## src/rtl/bcd_seg_scan_if.sv

```systemverilog
// ----------------------------------------------------------------------------
// bcd_seg_scan_if
// Bundle between the BCD source and the 4-digit scan driver.
//   hundreds/tens/ones : BCD digits from the converter
//   load               : capture strobe. Sampled as a level on every rising
//                        edge. There is no ready; the driver always accepts,
//                        and the last value loaded before a frame boundary
//                        is the one that gets displayed.
//   blank_lz           : 1 = blank leading zeros of hundreds/tens
//   an                 : anode enables, active-low, an[0] = ones position
//   seg                : segments {g,f,e,d,c,b,a}, active-low
//   dp                 : decimal point, active-low (always off)
//   frame_done         : one-cycle pulse after each frame boundary
// master = digit source / bench, slave = scan driver.
// ----------------------------------------------------------------------------
interface bcd_seg_scan_if;
    logic [3:0] hundreds;
    logic [3:0] tens;
    logic [3:0] ones;
    logic       load;
    logic       blank_lz;
    logic [3:0] an;
    logic [6:0] seg;
    logic       dp;
    logic       frame_done;

    modport master (
        output hundreds, tens, ones, load, blank_lz,
        input  an, seg, dp, frame_done
    );

    modport slave (
        input  hundreds, tens, ones, load, blank_lz,
        output an, seg, dp, frame_done
    );
endinterface

```

## src/rtl/bcd_seg_scan_driver.sv

```systemverilog
// ----------------------------------------------------------------------------
// bcd_seg_scan_driver
// Time-multiplexed driver for a 4-digit common-anode 7-segment display.
// Digits are captured into a pending register by load and are committed to
// the display register only at the frame boundary (slot 3 -> slot 0), so a
// frame never mixes old and new digits.
// Ports:
//   clk   : system clock, rising edge
//   reset : synchronous, active-high
//   bus   : bcd_seg_scan_if.slave (digits, load, blank_lz, an, seg, dp,
//           frame_done)
// Parameter:
//   REFRESH_DIV : clk cycles per digit slot (>= 2)
// ----------------------------------------------------------------------------
module bcd_seg_scan_driver #(
    parameter int REFRESH_DIV = 100000
) (
    input  logic           clk,
    input  logic           reset,
    bcd_seg_scan_if.slave  bus
);
    localparam int CW = (REFRESH_DIV > 1) ? $clog2(REFRESH_DIV) : 1;

    logic [CW-1:0] count;
    logic [1:0]    idx;
    // Low until the first tick after reset. That tick lights slot 0 without
    // advancing the index, so the scan starts at the ones position.
    logic          started;
    logic [3:0]    pend_h, pend_t, pend_o;
    logic          pending_valid;
    logic [3:0]    disp_h, disp_t, disp_o;
    logic [3:0]    an_r;
    logic [6:0]    seg_r;
    logic          frame_done_r;

    logic          tick, wrap, commit, blanked;
    logic [1:0]    idx_next;
    logic [3:0]    nh, nt, no, digit, an_next;
    logic [6:0]    seg_next;

    function automatic logic [6:0] decode(input logic [3:0] d);
        case (d)
            4'd0:    return 7'b1000000;
            4'd1:    return 7'b1111001;
            4'd2:    return 7'b0100100;
            4'd3:    return 7'b0110000;
            4'd4:    return 7'b0011001;
            4'd5:    return 7'b0010010;
            4'd6:    return 7'b0000010;
            4'd7:    return 7'b1111000;
            4'd8:    return 7'b0000000;
            4'd9:    return 7'b0010000;
            default: return 7'b0111111;  // invalid digit: dash
        endcase
    endfunction

    assign tick = (count == CW'(REFRESH_DIV - 1));

    always_comb begin
        wrap     = tick && started && (idx == 2'd3);
        commit   = wrap && (pending_valid || bus.load);
        // Digits the display register will hold after this edge. Slot drive
        // uses these so a commit is visible in slot 0 on the same edge.
        nh       = disp_h;
        nt       = disp_t;
        no       = disp_o;
        if (commit) begin
            nh = bus.load ? bus.hundreds : pend_h;
            nt = bus.load ? bus.tens     : pend_t;
            no = bus.load ? bus.ones     : pend_o;
        end
        idx_next = started ? idx + 2'd1 : idx;
        case (idx_next)
            2'd0:    digit = no;
            2'd1:    digit = nt;
            default: digit = nh;
        endcase
        // Only zero digits are blanked, so invalid digits always show a dash.
        blanked  = bus.blank_lz &&
                   (((idx_next == 2'd2) && (nh == 4'd0)) ||
                    ((idx_next == 2'd1) && (nh == 4'd0) && (nt == 4'd0)));
        an_next  = 4'b1111;
        seg_next = 7'h7F;
        if ((idx_next != 2'd3) && !blanked) begin
            an_next  = ~(4'b0001 << idx_next);
            seg_next = decode(digit);
        end
    end

    always_ff @(posedge clk) begin
        if (reset) begin
            count         <= '0;
            idx           <= 2'd0;
            started       <= 1'b0;
            pend_h        <= 4'd0;
            pend_t        <= 4'd0;
            pend_o        <= 4'd0;
            pending_valid <= 1'b0;
            disp_h        <= 4'd0;
            disp_t        <= 4'd0;
            disp_o        <= 4'd0;
            an_r          <= 4'b1111;
            seg_r         <= 7'h7F;
            frame_done_r  <= 1'b0;
        end else begin
            frame_done_r <= wrap;
            if (tick) begin
                count   <= '0;
                idx     <= idx_next;
                started <= 1'b1;
                an_r    <= an_next;
                seg_r   <= seg_next;
            end else begin
                count <= count + CW'(1);
            end
            if (commit) begin
                disp_h        <= nh;
                disp_t        <= nt;
                disp_o        <= no;
                pending_valid <= 1'b0;
            end else if (bus.load) begin
                pend_h        <= bus.hundreds;
                pend_t        <= bus.tens;
                pend_o        <= bus.ones;
                pending_valid <= 1'b1;
            end
        end
    end

    assign bus.an         = an_r;
    assign bus.seg        = seg_r;
    assign bus.dp         = 1'b1;
    assign bus.frame_done = frame_done_r;
endmodule

```

## src/flat_wrapper.sv

```systemverilog
// flat-port wrapper written by rule: the top's interface ports become plain ports
module bcd_seg_scan_driver_flat 
#(
    parameter int REFRESH_DIV = 100000
)
  (clk, reset, bus_hundreds, bus_tens, bus_ones, bus_load, bus_blank_lz, bus_an, bus_seg, bus_dp, bus_frame_done);
  bcd_seg_scan_if bus_i ();
  input  logic clk;
  input  logic reset;
  input wire logic [$bits(bus_i.hundreds)-1:0] bus_hundreds;
  input wire logic [$bits(bus_i.tens)-1:0] bus_tens;
  input wire logic [$bits(bus_i.ones)-1:0] bus_ones;
  input wire logic [$bits(bus_i.load)-1:0] bus_load;
  input wire logic [$bits(bus_i.blank_lz)-1:0] bus_blank_lz;
  output wire logic [$bits(bus_i.an)-1:0] bus_an;
  output wire logic [$bits(bus_i.seg)-1:0] bus_seg;
  output wire logic [$bits(bus_i.dp)-1:0] bus_dp;
  output wire logic [$bits(bus_i.frame_done)-1:0] bus_frame_done;
  assign bus_i.hundreds = bus_hundreds;
  assign bus_i.tens = bus_tens;
  assign bus_i.ones = bus_ones;
  assign bus_i.load = bus_load;
  assign bus_i.blank_lz = bus_blank_lz;
  assign bus_an = bus_i.an;
  assign bus_seg = bus_i.seg;
  assign bus_dp = bus_i.dp;
  assign bus_frame_done = bus_i.frame_done;
  bcd_seg_scan_driver #(.REFRESH_DIV(REFRESH_DIV)) u_core (.clk(clk), .reset(reset), .bus(bus_i));
endmodule
```

## config.mk

```make
export PLATFORM = sky130hd
export DESIGN_NAME = bcd_seg_scan_driver_flat
export DESIGN_NICKNAME = d
export VERILOG_FILES = /design/src/rtl/bcd_seg_scan_if.sv /design/src/rtl/bcd_seg_scan_driver.sv /design/src/flat_wrapper.sv
export SDC_FILE = /design/constraint.sdc
export NUM_CORES = 1
export LEC_CHECK = 0
export BUFFER_PORTS_ARGS = -buffer_cell sky130_fd_sc_hd__buf_2
export CAP_MARGIN = 10
export CORE_UTILIZATION = 63
export DETAILED_ROUTE_END_ITERATION = 12
export PLACE_DENSITY_LB_ADDON = 0.08
export SLEW_MARGIN = 10
export SYNTH_ARGS = -nofsm -noshare
export SYNTH_HDL_FRONTEND = slang
export SYNTH_SLANG_ARGS = --single-unit
```

## constraint.sdc

```tcl
create_clock -name clk -period 7 [get_ports clk]
set_input_delay 1.4 -clock clk [delete_from_list [all_inputs] [get_ports clk]]
set_output_delay 1.4 -clock clk [all_outputs]
set_load 0.03 [all_outputs]
```

== Word level (Yosys, flattened, before mapping) ==
Memory sizes are Yosys's and may differ from the RTL's.
Cells that the tools add are included.

* Flip-flop bits (word level): 57
* Latch bits: 0
* Bits in writable memories: 0
* Bits in read-only memories: 112
* Output and inout port bits: 13
* Logic and storage cells: 49
* Memories kept: 1

{| class="wikitable"
|+ Memories
! name !! depth !! bits a word !! rd ports !! clocked after Yosys merged registers in !! wr ports !! line !! text
|-
| (no name shown) || 16 || 7 || 1 || 0 || 0 || bcd_seg_scan_driver.sv:42 || <nowiki>case (d)</nowiki>
|}

* Add/subtract/negate cells: 2
* Multiply operators: 0
* Div/mod/pow operators: 0
* Magnitude comparators: 0
* Equal/unequal tests: 5
* Shift operators: 1
* Muxes and demuxes: 10
* Bitwise logic cells: 1
* Reduce and logical (&&, ||, !) cells: 16

{| class="wikitable"
|+ Operator list
! operator !! count
|-
| 4-bit two-way mux || 7
|-
| 17-bit by 1-bit adder with 17-bit output (second input constant) || 1
|-
| 17-bit equality test (second input constant) || 1
|-
| 1-bit logical AND || 8
|-
| 4-bit logical NOT || 2
|-
| 4-bit case mux with 2 select lines || 1
|-
| 7-bit two-way mux || 1
|-
| 2-bit equality test (second input constant) || 2
|-
| 4-bit inverter || 1
|-
| 2-bit OR reduction || 2
|-
| 1-bit by 2-bit left shift with 4-bit output (first input constant) || 1
|-
| 2-bit by 1-bit adder with 2-bit output (second input constant) || 1
|-
| 2-bit by 1-bit equality test with 1-bit output (second input constant) || 1
|-
| 2-bit logical NOT || 1
|-
| 1-bit logical OR || 2
|-
| 2-bit two-way mux || 1
|-
| 2-bit != test (second input constant) || 1
|-
| 1-bit logical NOT || 1
|}

== Logic depth before layout (Yosys ltp) ==
* Depth in word-level cells: 13
* Depth in mapped cells: 11
* Mapped depth without buffers: 10

== Worst setup path before layout ==
OpenSTA, ideal clock, no wires.

* Kind: in2reg
* From: input port bus_load
* To: register u_core.seg_r[5] (netlist: u_core.bus.seg[5])
* Library setup time: 0.124 ns
* Data arrival time: 3.456 ns
* Slack: 3.420 ns
* Stages on the path: 9
* Buffers on the path: 1
* Cells stage by stage: clkbuf_1 -> mux4_2 -> o2111a_1 -> a21oi_1 -> inv_1 -> ha_1 -> or2_2 -> a211oi_1 -> nor3_1

* Longest elaborated chain between the ends: 11

{| class="wikitable"
|+ Ends and longest elaborated chain
! element !! line !! text
|-
| start, declared || flat_wrapper.sv:13 || <nowiki>input wire logic [$bits(bus_i.load)-1:0] bus_load;</nowiki>
|-
| branches (longest 10 deep; another with memory read 16 x 7 bit) || - ||
|-
| 7-bit two-way mux * || bcd_seg_scan_driver.sv:84 || <nowiki>if ((idx_next != 2'd3) && !blanked) begin</nowiki>
|-
| end signal, assigned || bcd_seg_scan_driver.sv:112 || <nowiki>seg_r <= seg_next;</nowiki>
|-
| end, declared || bcd_seg_scan_driver.sv:33 || <nowiki>logic [6:0] seg_r;</nowiki>
|}

Mark *: on every way between the ends.
A chain may end at the register's enable or synchronous reset.

== Final worst setup path ==
* From: input port bus_load
* To: register u_core.seg_r[4] (netlist: u_core.bus.seg[4])

The elaborated chain is that of the path after synthesis.

==> flow_metrics.tcl <==
set metrics [dict create \
    hold_start "u_core.bus.an[3]$_SDFFE_PP1N_" \
    cellPowerDensity_nw_per_um2 210.8 \
    synth.distinct_cells 44 \
    skew_ps 3.901 \
    area_delta_synth_final_pct 11.22 \
    design_area_um2 3162 \
    hold_class "reg2reg" \
    post-route-min-period_ps 4131 \
    clk_pin_slew_ps 60 \
    grt_pass1_vias 2158 \
    antenna_found_initial 0 \
    place.gp.congestion 0.8443 \
    grtUsageTotal 0.2548 \
    start_util 0.6529 \
    worstSkewPairLatency_ps 320 \
    power.leakage_uw 0.001245 \
    grt_max_degree 38 \
    r2r_start "u_core.count[5]$_SDFF_PP0_" \
    vias 2327 \
    initialDrtViolationCount 176 \
    endpoint_kind "flop" \
    avgSynthCellArea_um2 8.856 \
    cts.repair.resized 0 \
    reg2reg_depth 8 \
    clock.fmax_mhz 242.1 \
    h-tree-depth 3 \
    place_area_um2 2969 \
    start_kind "primary input" \
    grt_pass1_wl_um 9825 \
    critPathArrivalTime_ps 4400 \
    synthesis.area_um2 2843 \
    hpwl_um 3994 \
    synth-edff-count 0 \
    cts_tree "yes" \
    ios 29 \
    seq_area_frac_synth 0.4014 \
    crit_type "in2reg" \
    synth_nets 345 \
    portBuffers 27 \
    hold_ws_ps 440.5 \
    drive_gt1_frac 0.1821 \
    fillers 314 \
    async_reset_ff_frac 0 \
    cp-startpoint "bus_load" \
    tightest_slew_ps 853.1 \
    crit_required_ps 7270 \
    hold_viol_final 0 \
    total_power_uw 666.4 \
    peakVddDrop_uv 163.9 \
    fp.dieW_um 69.18 \
    path_max_fanout 27 \
    slew_headroom 0.4150 \
    wire_per_inst_um 14.16 \
    setup_violations 0 \
    post-route-period-util 0.5901 \
    num_rows 24 \
    synth-seq-cells 57 \
    cts_buffers 9 \
    outcome "finished clean" \
    drcViolationCount 0 \
    clock-sinks 57 \
    fin_setup_tns_ps 0 \
    dr.pass1.iters 4 \
    ys_warn_count 0 \
    postRouteWirelength_um 5636 \
    n_antenna_cell 0 \
    hold_depth 1 \
    post_cts_buffers 0 \
    cts_buffer_depth 2 \
    hold_buffers 0 \
    synthFlopType "dfxtp_1" \
    syn_inst 321 \
    grt_overflow_total 0 \
    maxCapViolations 0 \
    die_y_um 69.18 \
    rsz0062_at_grt "no" \
    viasPerCell 5.847 \
    cts-root-buf "clkbuf_8" \
    nNetsFinal 365 \
    core-area_um2 4354 \
    die_area_um2 4785 \
    slew_viol_final 0 \
    ant_nets 0 \
]
## routing by layer
| metal | wire, µm | vias up | global-route usage |
|---|---|---|---|
| li1 | - | 1169 | - |
| met1 | 2750 | 1108 | 0.3455 |
| met2 | 2649 | 43 | 0.4002 |
| met3 | 193 | 7 | 0.05233 |
| met4 | 43 | 0 | 0.09751 |
| met5 | 0 | - | 0 |
## registers in the layout (all words and copies together) (netlist names)
register	cells
u_core.count	17
u_core.bus.seg	7
u_core.bus.an	4
u_core.disp_h	4
u_core.disp_o	4
u_core.disp_t	4
u_core.pend_h	4
u_core.pend_o	4
u_core.pend_t	4
u_core.idx	2
u_core.bus.frame_done	1
u_core.pending_valid	1
u_core.started	1
## logic make-up (layout without fill, tap and decap cells)
group           count (synthesis)  in the layout  share of synthesized area
simple gates                  131            131                     0.2139
flops                          57             57                     0.4014
compound gates                 50             50                     0.1254
mux                            34             34                     0.1386
buf+inv                        25             50                    0.03785
xor+xnor                       15             15                    0.04621
fa+ha+maj                       8              8                    0.03521
other cells                     1              1                   0.001319
## per-stage QoR
step | setup slack [ps] | cells | utilization
floorplan | 3420 | 321 | -
global placement | 2668 | 382 | 0.6819
detailed placement | 2585 | 382 | 0.6819
CTS | 2928 | 398 | 0.7253
global route | 2583 | 398 | 0.7261
finish | 2869 | 398 | 0.7261
## cell usage in the layout (no fill, tap or decap), types with 9 or more instances in the layout
master / synthesis / final
a211oi_1: 12 / 12
a21oi_1: 11 / 11
buf_2: 5 / 27
clkbuf_8: 0 / 10
dfxtp_1: 57 / 57
mux2i_1: 27 / 26
nand2_1: 26 / 26
nor2_1: 62 / 62
o21ai_0: 9 / 9
xor2_1: 10 / 10
## final cells by class
cell class / count / area [µm²] / area share
multi-input combinational: 239 / 1598 / 0.5053
timing repair buffer: 29 / 150.1 / 0.04749
clock buffer: 13 / 148.9 / 0.04709
tap: 52 / 65.06 / 0.02058
inverter: 5 / 18.77 / 0.005936
sequential: 57 / 1141 / 0.3609
clock inverter: 3 / 40.04 / 0.01266
## worst paths after layout
path / endpoint / slack (ps)
max: u_core.bus.seg[4]$_SDFFE_PP1N_ / 2870
min reg2reg: u_core.bus.an[3]$_SDFFE_PP1N_ / 440
max reg2reg: u_core.bus.seg[4]$_SDFFE_PP1N_ / 3270
min: u_core.bus.an[3]$_SDFFE_PP1N_ / 440
## synthesized netlist by cell type (all sizes together) (5+ instances only)
| cell | count | share of area |
|---|---|---|
| a211oi | 12 | 0.032 |
| a21oi | 11 | 0.019 |
| buf | 8 | 0.015 |
| clkbuf | 12 | 0.016 |
| dfxtp | 57 | 0.40 |
| ha | 8 | 0.035 |
| inv | 5 | 0.0066 |
| mux2i | 27 | 0.095 |
| nand2 | 26 | 0.034 |
| nand3 | 5 | 0.0088 |
| nand4 | 5 | 0.011 |
| nor2 | 62 | 0.082 |
| nor3 | 6 | 0.011 |
| o21ai | 10 | 0.019 |
| or3 | 7 | 0.015 |
| or4 | 5 | 0.013 |
| xnor2 | 5 | 0.015 |
| xor2 | 10 | 0.031 |
## report_power, final
part / internal (µW) / switching [µW]
combinational: 16.5 / 23.3
clock: 173 / 119
sequential: 330 / 4.14
total: 520 / 146
## worst max-delay path, cell delays in order
cell     delay, ps
buf_2          390
nor2_1         130
nor2_1         220
and2_1         740
mux2i_1        780
mux2_2         410
a21oi_1        150
o22a_2         150
Note: power is estimated with default switching activity, not from simulation.
